## src/rtl/core_pkg.sv

```systemverilog
// Constants and types shared by the front-end blocks of the 16-bit core.
package core_pkg;

  localparam int ADDR_W = 16;
  localparam int DATA_W = 16;

  localparam logic [ADDR_W-1:0] RESET_PC = 16'h0000;

  typedef enum logic [1:0] {
    IDLE = 2'd0,
    REQ  = 2'd1,
    DROP = 2'd2
  } fetch_state_t;

endpackage

```

## src/rtl/fetch_unit_if.sv

```systemverilog
// Instruction cache read port: fetch side drives the request, cache side answers.
interface fetch_unit_if #(
  parameter int ADDR_W = core_pkg::ADDR_W,
  parameter int DATA_W = core_pkg::DATA_W
);

  logic              icache_r_en;
  logic [ADDR_W-1:0] icache_addr;
  logic [DATA_W-1:0] icache_data;
  logic              icache_valid;

  modport master (
    output icache_r_en,
    output icache_addr,
    input  icache_data,
    input  icache_valid
  );

  modport slave (
    input  icache_r_en,
    input  icache_addr,
    output icache_data,
    output icache_valid
  );

endinterface

```

## src/rtl/fetch_buffer.sv

```systemverilog
// Small FIFO of {pc, instr} between the cache port and decode; head is read combinationally.
module fetch_buffer #(
  parameter  int DEPTH  = 2,
  parameter  int ADDR_W = 16,
  parameter  int DATA_W = 16,
  localparam int PTR_W  = $clog2(DEPTH),
  localparam int CNT_W  = PTR_W + 1
) (
  input  logic              clk,
  input  logic              reset,
  input  logic              flush,
  input  logic              push,
  input  logic [ADDR_W-1:0] push_pc,
  input  logic [DATA_W-1:0] push_instr,
  input  logic              pop,
  output logic [ADDR_W-1:0] head_pc,
  output logic [DATA_W-1:0] head_instr,
  output logic              full,
  output logic              empty,
  output logic [CNT_W-1:0]  count
);

  logic [PTR_W-1:0] wr_ptr_reg;
  logic [PTR_W-1:0] rd_ptr_reg;
  logic [CNT_W-1:0] count_reg;
  logic             do_push;
  logic             do_pop;

  logic [DEPTH-1:0][ADDR_W-1:0] pc_flat;
  logic [DEPTH-1:0][DATA_W-1:0] instr_flat;

  assign full  = (count_reg == CNT_W'(DEPTH));
  assign empty = (count_reg == '0);
  assign count = count_reg;

  // A push into a full buffer is only accepted when the head leaves in the same cycle.
  assign do_pop  = pop && !flush && !empty;
  assign do_push = push && !flush && (!full || do_pop);

  for (genvar gi = 0; gi < DEPTH; gi++) begin : g_entry
    logic [ADDR_W-1:0] pc_reg;
    logic [DATA_W-1:0] instr_reg;

    always_ff @(posedge clk or negedge reset) begin
      if (!reset) begin
        pc_reg    <= '0;
        instr_reg <= '0;
      end else if (do_push && (wr_ptr_reg == PTR_W'(gi))) begin
        pc_reg    <= push_pc;
        instr_reg <= push_instr;
      end
    end

    assign pc_flat[gi]    = pc_reg;
    assign instr_flat[gi] = instr_reg;
  end

  assign head_pc    = pc_flat[rd_ptr_reg];
  assign head_instr = instr_flat[rd_ptr_reg];

  always_ff @(posedge clk or negedge reset) begin
    if (!reset) begin
      wr_ptr_reg <= '0;
      rd_ptr_reg <= '0;
      count_reg  <= '0;
    end else if (flush) begin
      wr_ptr_reg <= '0;
      rd_ptr_reg <= '0;
      count_reg  <= '0;
    end else begin
      if (do_push) begin
        wr_ptr_reg <= wr_ptr_reg + PTR_W'(1);
      end
      if (do_pop) begin
        rd_ptr_reg <= rd_ptr_reg + PTR_W'(1);
      end
      if (do_push && !do_pop) begin
        count_reg <= count_reg + CNT_W'(1);
      end else if (!do_push && do_pop) begin
        count_reg <= count_reg - CNT_W'(1);
      end
    end
  end

endmodule

```

## src/rtl/fetch_unit.sv

```systemverilog
// Fetch stage: owns the fetch PC, one outstanding icache read at a time, and the
// redirect/discard state machine feeding the instruction buffer.
module fetch_unit
  import core_pkg::*;
#(
  parameter int                      ADDR_W    = core_pkg::ADDR_W,
  parameter int                      DATA_W    = core_pkg::DATA_W,
  parameter logic [ADDR_W-1:0]       RESET_PC  = core_pkg::RESET_PC,
  parameter int                      BUF_DEPTH = 2
) (
  input  logic              clk,
  input  logic              reset,
  fetch_unit_if.master      icache,
  input  logic              redirect_en,
  input  logic [ADDR_W-1:0] redirect_pc,
  input  logic              stall,
  output logic              instr_valid,
  output logic [DATA_W-1:0] instr,
  output logic [ADDR_W-1:0] instr_pc
);

  localparam int CNT_W = $clog2(BUF_DEPTH) + 1;
  localparam logic [CNT_W-1:0] LAST_FREE = CNT_W'(BUF_DEPTH - 1);

  localparam logic [1:0] S_IDLE = IDLE;
  localparam logic [1:0] S_REQ  = REQ;
  localparam logic [1:0] S_DROP = DROP;

  logic [1:0]        state_reg, state_next;
  logic [ADDR_W-1:0] fetch_pc_reg, fetch_pc_next;
  logic [ADDR_W-1:0] req_addr_reg, req_addr_next;
  logic [ADDR_W-1:0] seq_pc;
  logic              push, pop;
  logic              room_after_push;
  logic              buf_full, buf_empty;
  logic [CNT_W-1:0]  buf_count;

  assign instr_valid = !buf_empty;
  assign pop  = instr_valid && !stall && !redirect_en;
  assign push = (state_reg == S_REQ) && icache.icache_valid && !redirect_en;

  assign icache.icache_r_en = (state_reg == S_REQ) || (state_reg == S_DROP);
  assign icache.icache_addr = req_addr_reg;

  assign seq_pc = req_addr_reg + ADDR_W'(1);
  // After this push the buffer still has a slot for the next word only if the head
  // leaves now or at least two slots were free beforehand.
  assign room_after_push = pop || (buf_count < LAST_FREE);

  always_comb begin
    state_next    = state_reg;
    fetch_pc_next = fetch_pc_reg;
    req_addr_next = req_addr_reg;
    case (state_reg)
      S_IDLE: begin
        if (redirect_en) begin
          state_next    = S_REQ;
          fetch_pc_next = redirect_pc;
          req_addr_next = redirect_pc;
        end else if (!buf_full) begin
          state_next    = S_REQ;
          req_addr_next = fetch_pc_reg;
        end
      end
      S_REQ: begin
        if (redirect_en) begin
          fetch_pc_next = redirect_pc;
          if (icache.icache_valid) begin
            req_addr_next = redirect_pc;
          end else begin
            state_next = S_DROP;
          end
        end else if (icache.icache_valid) begin
          fetch_pc_next = seq_pc;
          if (room_after_push) begin
            req_addr_next = seq_pc;
          end else begin
            state_next = S_IDLE;
          end
        end
      end
      S_DROP: begin
        // The stale request must still run to completion before anything new issues.
        if (redirect_en) begin
          fetch_pc_next = redirect_pc;
          if (icache.icache_valid) begin
            state_next    = S_REQ;
            req_addr_next = redirect_pc;
          end
        end else if (icache.icache_valid) begin
          state_next    = S_REQ;
          req_addr_next = fetch_pc_reg;
        end
      end
      default: begin
        state_next = S_IDLE;
      end
    endcase
  end

  always_ff @(posedge clk or negedge reset) begin
    if (!reset) begin
      state_reg    <= S_IDLE;
      fetch_pc_reg <= RESET_PC;
      req_addr_reg <= RESET_PC;
    end else begin
      state_reg    <= state_next;
      fetch_pc_reg <= fetch_pc_next;
      req_addr_reg <= req_addr_next;
    end
  end

  fetch_buffer #(
    .DEPTH  (BUF_DEPTH),
    .ADDR_W (ADDR_W),
    .DATA_W (DATA_W)
  ) u_buffer (
    .clk        (clk),
    .reset      (reset),
    .flush      (redirect_en),
    .push       (push),
    .push_pc    (req_addr_reg),
    .push_instr (icache.icache_data),
    .pop        (pop),
    .head_pc    (instr_pc),
    .head_instr (instr),
    .full       (buf_full),
    .empty      (buf_empty),
    .count      (buf_count)
  );

endmodule

```

## src/flat_wrapper.sv

```systemverilog
// flat-port wrapper written by rule: the top's interface ports become plain ports
module fetch_unit_flat import core_pkg::*;
#(
  parameter int                      ADDR_W    = core_pkg::ADDR_W,
  parameter int                      DATA_W    = core_pkg::DATA_W,
  parameter logic [ADDR_W-1:0]       RESET_PC  = core_pkg::RESET_PC,
  parameter int                      BUF_DEPTH = 2
)
  (clk, reset, redirect_en, redirect_pc, stall, instr_valid, instr, instr_pc, icache_icache_r_en, icache_icache_addr, icache_icache_data, icache_icache_valid);
  fetch_unit_if #(.ADDR_W(ADDR_W), .DATA_W(DATA_W)) icache_i ();
  input  logic clk;
  input  logic reset;
  input  logic redirect_en;
  input  logic [ADDR_W-1:0] redirect_pc;
  input  logic stall;
  output logic instr_valid;
  output logic [DATA_W-1:0] instr;
  output logic [ADDR_W-1:0] instr_pc;
  output wire logic [$bits(icache_i.icache_r_en)-1:0] icache_icache_r_en;
  output wire logic [$bits(icache_i.icache_addr)-1:0] icache_icache_addr;
  input wire logic [$bits(icache_i.icache_data)-1:0] icache_icache_data;
  input wire logic [$bits(icache_i.icache_valid)-1:0] icache_icache_valid;
  assign icache_icache_r_en = icache_i.icache_r_en;
  assign icache_icache_addr = icache_i.icache_addr;
  assign icache_i.icache_data = icache_icache_data;
  assign icache_i.icache_valid = icache_icache_valid;
  fetch_unit #(.ADDR_W(ADDR_W), .DATA_W(DATA_W), .RESET_PC(RESET_PC), .BUF_DEPTH(BUF_DEPTH)) u_core (.clk(clk), .reset(reset), .icache(icache_i), .redirect_en(redirect_en), .redirect_pc(redirect_pc), .stall(stall), .instr_valid(instr_valid), .instr(instr), .instr_pc(instr_pc));
endmodule
```

## config.mk

```make
export PLATFORM = sky130hd
export DESIGN_NAME = fetch_unit_flat
export DESIGN_NICKNAME = d
export VERILOG_FILES = /design/src/rtl/core_pkg.sv /design/src/rtl/fetch_unit_if.sv /design/src/rtl/fetch_buffer.sv /design/src/rtl/fetch_unit.sv /design/src/flat_wrapper.sv
export SDC_FILE = /design/constraint.sdc
export NUM_CORES = 1
export LEC_CHECK = 0
export ABC_AREA = 1
export CAP_MARGIN = 20
export CORE_MARGIN = 2
export CORE_UTILIZATION = 50
export DETAILED_ROUTE_END_ITERATION = 16
export PLACE_DENSITY = 0.8
export SETUP_SLACK_MARGIN = 0.5
export SYNTH_ARGS = -nofsm -noshare
export SYNTH_HDL_FRONTEND = slang
export SYNTH_SLANG_ARGS = --single-unit
export TNS_END_PERCENT = 100
```

## constraint.sdc

```tcl
create_clock -name clk -period 3.7 [get_ports clk]
set_clock_uncertainty 0.15 [all_clocks]
set_input_delay 0.555 -clock clk [delete_from_list [all_inputs] [get_ports clk]]
set_output_delay 0.555 -clock clk [all_outputs]
set_load 0.1 [all_outputs]
```

# Yosys cells after proc, flatten, opt, wreduce, memory -nomap -nowiden
# Index checks and enable logic that the tools add are counted.
# word_totals
regBits	102
input_bits	37
output_inout_bits	50
wordCells	93
# classes
addsub	5
order_cmp	2
n_eq_ne	11
muxes	32
bitwise_logic	1
n_reduce_logical	32
# ops
cell	n
two-way mux 16 bit	15
one-hot mux 16 bit (3 select lines)	1
one-hot mux 16 bit (2 select lines)	1
two-way mux 2 bit	10
adder 16 x 1 -> 16 bit, second input constant	1
inequality test 3 bit, second input constant	5
logical AND 1 bit	12
AND reduction 5 bit	2
zero test 1 bit	6
one-hot mux 2 bit (3 select lines)	1
nonzero test 2 bit	3
nonzero test 3 bit	2
== test 2 bit, second input constant	2
zero test 2 bit	2
two-way mux 1 bit	4
logical OR 1 bit	3
inequality test 3 x 2 -> 1 bit, second input constant	1
AND reduction 3 bit	1
adder 1 bit, second input constant	2
adder 2 x 1 -> 2 bit, second input constant	1
== test 2 x 1 -> 1 bit, second input constant	1
< comparator 1 x 2 -> 1 bit, second input constant	1
< comparator 2 x 1 -> 1 bit, second input constant	1
inequality test 2 x 1 -> 1 bit, second input constant	1
other kinds (4)	4

# Longest topological paths before layout
# Gate-level depths: netlist (run 1).
# logic_depth
ltp_word	13
depth_mapped	11

# Hierarchy
# Synthesis (run 1) repeated with hierarchy kept, for this count alone.
# hier_totals
hier_cells	808
hier_area_um2	5846.9
# by_module_without_submodules
module	instances	cells_per_inst	area_each_um2	seq_area_each_um2
fetch_buffer	1	380	3145.5	1701.6
fetch_unit	1	428	2701.3	850.8

# Worst setup path before layout (run 1)
# OpenSTA, ideal clock, no wires.
# synth_timing
path_type	register to output
from	reg u_core.u_buffer.rd_ptr_reg
to	out instr[10]
arrival_ns	2.858
setup_slack_ns	0.137
stages_incl_launch_ff	4
cell_sequence	dfrtp_1 -> clkbuf_1 -> clkbuf_1 -> o21ai_0
# synth_between
elab_chain_len	2
# synth_lines
item	line	text
from (decl)	fetch_buffer.sv:24	logic [PTR_W-1:0] rd_ptr_reg;
from (signal assigned)	fetch_buffer.sv:75	rd_ptr_reg <= rd_ptr_reg + PTR_W'(1);
two-way mux 16 bit (implied by the code) (2 in a row)	fetch_buffer.sv:59	assign head_instr = instr_flat[rd_ptr_reg];
to (decl)	flat_wrapper.sv:17	output logic [DATA_W-1:0] instr;
# Every way passes these cells. The select of a mux whose other input is x is not followed.

# Final worst setup path (run 1)
# layout_timing
from	reg u_core.state_reg[1]
to	reg u_core.req_addr_reg[8] (netlist: u_core.icache.icache_addr[8])
# layout_between
elab_chain_len	3
# layout_lines
item	line	text
from (decl)	fetch_unit.sv:29	logic [1:0] state_reg, state_next;
from (signal assigned)	fetch_unit.sv:107	state_reg <= state_next;
== test 2 x 1 -> 1 bit, or another cell as far along	fetch_unit.sv:54	case (state_reg)
inequality test 3 x 2 -> 1 bit (no line), or another cell as far along	n/a	
AND reduction 5 bit (no line)	n/a	
to (signal assigned)	fetch_unit.sv:109	req_addr_reg <= req_addr_next;
to (decl)	fetch_unit.sv:31	logic [ADDR_W-1:0] req_addr_reg, req_addr_next;
# Parallel ways exist; a longest one is shown, timed or not.
# A chain may end at the register's enable or synchronous reset.

==> metrics.yaml, run 1 <==
run_status: "completed"
viasPerCell: 5.47
slew_headroom: 0.318
port_buffers: 86
cts_tree: "yes"
finalSetupTns_ns: 0
cap_violations: 0
grt_pass1_wl_um: 24500
critPathKind: "flop to flop"
pin_count: 87
vias: 5209
synth_cell_types: 43
drive_above_1_share: 0.102
gp_congestion: 0.890
wl_per_cell_um: 15.5
synth_seq_cells: 102
clk_pin_slew_worst_paths_ns: 0.07
hold_violations: 0
async_flop_share: 1.00
clockBufferDepth: 2
drc: 0
period_minus_slack_ns: 2.87
syn2layout_area_growth_pct: 18.4
grt_max_degree: 67
min_path_type: "input port to async pin"
dr.first_iter.drc_count: 490
die_x_um: 112
fmax_mhz: 348
insertion_delay_ns: 0.35
tightest_slew_ns: 1.02
end_kind: "flop"
drtPass1Iterations: 5
grt_overflow: 0
syn-cell-area_um2: 5780
final_cells: 953
cts_setup_buffers: 0
start_util: 0.508
yosysWarnings: 0
numCtsBuffers: 9
antenna_found_initial: 0
place_inst: 938
synth_edf_count: 0
syn-instance-count: 740
synth_area_per_cell_um2: 7.81
coreArea_um2: 11400
cp.required_ns: 3.78
cp-start-kind: "flop"
die_area_um2: 12400
fp.dieH_um: 112
final_cell_mix: "nand2_1 (197), dfrtp_1 (101), o21ai_0 (98), inv_1 (80), clkdlybuf4s50_1 (50)"
track_usage: 0.244
syn-num-nets: 785
setup_viol: 0
antenna_left: 0
cts-root-buf: "clkbuf_16"
cts_max_level: 3
ctsResizeCount: 0
finalCritPeriodShare: 0.776
cts_hold_buffers: 0
rows: 39
cts.sinks: 102
finalMaxSlewViolations: 0
nets: 851
cp.arrival_ns: 2.96
wl_um: 14700
synthFlopType: "dfrtp_1"
final_common_cell: "nand2_1"
crit_path_max_fanout: 18
yosysSeqAreaShare: 0.442
place_hpwl_um: 10500
grt_pass1_vias: 4896
rsz0062_at_grt: "no"
diodes: 0
-- synth_stat cells, types with 3 or more instances --
master	count	area share
a21boi_0	8	0.010
a21oi_1	27	0.023
a2bb2oi_2	3	0.0078
buf_2	15	0.013
buf_6	6	0.012
clkbuf_1	15	0.0097
dfrtp_1	102	0.44
ha_1	8	0.017
inv_1	80	0.052
mux2_1	12	0.023
mux2_2	6	0.012
nand2_1	197	0.13
nand3_1	45	0.039
nor2_1	30	0.019
nor2_4	3	0.0058
nor3_1	3	0.0026
o211ai_1	4	0.0052
o21a_1	14	0.018
o21ai_0	118	0.10
o21ai_1	6	0.0052
o22a_1	3	0.0045
o22ai_1	5	0.0054
xor2_1	4	0.0061
-- metrics by stage --
stage / cell area, µm² / hold WS (ns) / utilization / setup slack [ns]
5_1_grt: 6840 / 0.168 / 0.602 / 0.661
4_1_cts: 6840 / 0.142 / 0.602 / 0.874
6_report: 6840 / 0.113 / 0.602 / 0.829
2_1_floorplan: 5780 / 0.109 / - / 0.137
3_3_place_gp: 6570 / 0.305 / 0.578 / 0.807
3_5_place_dp: 6570 / 0.319 / 0.578 / 0.793
-- critical path, stage by stage (launching register included) --
cell and delay [ns]:
dfrtp_1 0.38, inv_1 0.09, ha_1 0.69, clkinv_1 0.67, a32oi_1 0.44, o21ai_0 0.15, nor2_1 0.10, a21boi_0 0.09
-- area by class of cell --
class	count	area (µm²)
clock buffer	9	225
clock inverter	6	45.0
fill	998	4530
inverter	84	318
multi-input combinational	515	2690
sequential	102	2550
tap	143	179
timing repair buffer	94	831
-- kinds of logic (layout without fill, tap and decap cells) --
kind of cell    Yosys count  count (layout)  share of synthesized area
fa+ha+maj                 8               8                     0.0173
flops                   102             102                      0.442
simple gates            290             290                      0.215
mux                      18              18                     0.0351
buf+inv                 123             193                     0.0929
xor+xnor                  5               5                    0.00758
compound gates          194             194                      0.190
-- final timing paths --
| check | start | to | slack, ns | cells after the start |
|---|---|---|---|---|
| worst min-delay path | reset | u_core.u_buffer.g_entry[1].instr_reg[12] | 0.11 | 1 |
| worst min register to register | u_core.fetch_pc_reg[2] | u_core.fetch_pc_reg[2] | 0.33 | 2 |
| worst max register to register | u_core.state_reg[1] | u_core.icache.icache_addr[8] | 0.83 | 7 |
| min in group clk | u_core.fetch_pc_reg[2] | u_core.fetch_pc_reg[2] | 0.33 | 2 |
| worst max-delay path | u_core.state_reg[1] | u_core.icache.icache_addr[8] | 0.83 | 7 |
| max in group asynchronous | reset | u_core.u_buffer.g_entry[1].instr_reg[15] | 2.45 | 2 |
-- routing by layer --
| layer | vias up | track usage | routed length [µm] |
|---|---|---|---|
| li1 | 2547 | - | - |
| met1 | 2411 | 0.354 | 6850 |
| met2 | 226 | 0.365 | 6610 |
| met3 | 25 | 0.0539 | 964 |
| met4 | 0 | 0.0823 | 304 |
| met5 | - | 0 | 0 |
Power of run 1 is not shown: default switching activity piles up to over one toggle a cycle in this logic, so the estimate is an artifact.
==> run 2: changes to the inputs <==
- CORE_UTILIZATION: 50 -> 49
- PLACE_DENSITY: 0.8 -> 0.81
- clock period: 3.7 -> 2.4 ns (I/O delays scaled with it)
==> run 2 against run 1 <==
Net effect: core utilization rose by 22 points; clock-buffer cell count rose by 2; final cell count rose by 9.5%; die area rose by 2.0%; via count rose by 22%; critical endpoint is now instr_pc[8]; largest cell class unchanged.
==> metrics.yaml, run 2 (synthesis gave the netlist of run 1 again) <==
run_status: "completed"
grt_pass1_vias: 6070
crit_buf_inv: 3
die_x_um: 113
grt_overflow: 0
critPathMaxStageDelay_ns: 0.51
viasPerCell: 6.06
end_kind: "primary output"
insertion_delay_ns: 0.35
clockBufferDepth: 2
grt_pass1_wl_um: 31500
antenna_left: 0
timing.final.ws_setup_ns: 0.332
wl_um: 22600
nets: 941
track_usage: 0.315
drtPass1Iterations: 8
vias: 6330
path_cells: "buf_6 > buf_16 > o21ai_4 > buf_12"
syn2layout_area_growth_pct: 62.4
cp.arrival_ns: 1.56
period_minus_slack_ns: 2.07
port_buffers: 86
drive_above_1_share: 0.404
fmax_mhz: 484
coreArea_um2: 11500
cts.sinks: 102
cap_violations: 0
clk_pin_slew_worst_paths_ns: 0.07
critPathTopFamily: "buffers and inverters"
final_common_cell: "nand2_1"
critPathKind: "flop to primary output"
antenna_found_initial: 0
wl_per_cell_um: 21.6
grt_max_degree: 38
cp.required_ns: 1.89
hold_violations: 0
fp.dieH_um: 113
numCtsBuffers: 9
place_hpwl_um: 12200
drc: 0
crit_path_max_fanout: 9
pre_cts_ws_ns: -0.153
placed_cell_area_um2: 7650
diodes: 0
final_cell_mix: "nand2_1 (153), dfrtp_1 (86), inv_1 (70), buf_4 (65), buf_12 (46)"
cts_tree: "yes"
cts-root-buf: "clkbuf_16"
rows: 39
start_util: 0.504
fin_area_um2: 9380
crit_slowest_cell: "dfrtp_4"
die_area_um2: 12700
finalMaxSlewViolations: 0
setup_viol: 0
rsz0062_at_grt: "yes"
slew_headroom: 0.644
gp_congestion: 0.929
pin_count: 87
tightest_slew_ns: 0.535
cp-start-kind: "flop"
min_path_type: "flop to flop"
dr.first_iter.drc_count: 750
cts_max_level: 3
finalCritPeriodShare: 0.862
## run 2: stage by stage
step	TNS, ns	instances	hold slack (ns)	util
final	0	1044	0.340	0.818
after global routing	0	1044	0.359	0.818
after CTS	0	1020	0.337	0.753
after detailed placement	-0.153	960	0.214	0.667
after global placement	-0.237	960	0.209	0.667
after floorplan	0	740	-0.0856	-
## run 2: cell type report
cell class | instances | area (µm²)
Multi-Input combinational cell | 517 | 3680
Sequential cell | 102 | 2580
Timing Repair Buffer | 180 | 2280
Fill cell | 594 | 2080
Inverter | 84 | 343
Clock buffer | 11 | 243
Tap cell | 143 | 179
Clock inverter | 5 | 63.8
Timing Repair inverter | 2 | 18.8
## run 2: final timing paths
path,start,endpoint,slack (ns),cells after the start
min in group asynchronous,reset,u_core.u_buffer.g_entry[0].instr_reg[11],0.36,2
min,u_core.fetch_pc_reg[2],u_core.fetch_pc_reg[2],0.34,2
max,u_core.u_buffer.rd_ptr_reg,instr_pc[8],0.33,4
max reg2reg,u_core.u_buffer.count[0],u_core.icache.icache_addr[1],0.36,8
min reg2reg,u_core.fetch_pc_reg[2],u_core.fetch_pc_reg[2],0.34,2
max in group asynchronous,reset,u_core.state_reg[0],1.08,3
## run 2: repair_timing
item                                   4_1_cts  5_1_grt
setup endpoints to repair                  100      123
resized for setup                           75      153
hold buffers                                 1        0
cloned                                       9        6
endpoints found under the hold margin       33        0
setup buffers                               34       18
pin swaps                                   37       33
## run 2: worst register-to-register path: stages (launching register included)
cell and delay (ns):
dfrtp_1 0.37, inv_2 0.08, ha_1 0.26, nand3_1 0.14, o21ai_2 0.07, buf_4 0.15
nand3b_4 0.24, a31oi_1 0.32, o21ai_1 0.13
## run 2: layer usage
metal | GRT usage | up-vias | wire length [µm]
met2 | 0.531 | 411 | 10900
met5 | 0 | - | 0
met4 | 0.137 | 0 | 1420
met3 | 0.0508 | 117 | 1930
li1 | - | 2747 | -
met1 | 0.401 | 3055 | 8360
Power of run 2 is left out for the same reason.
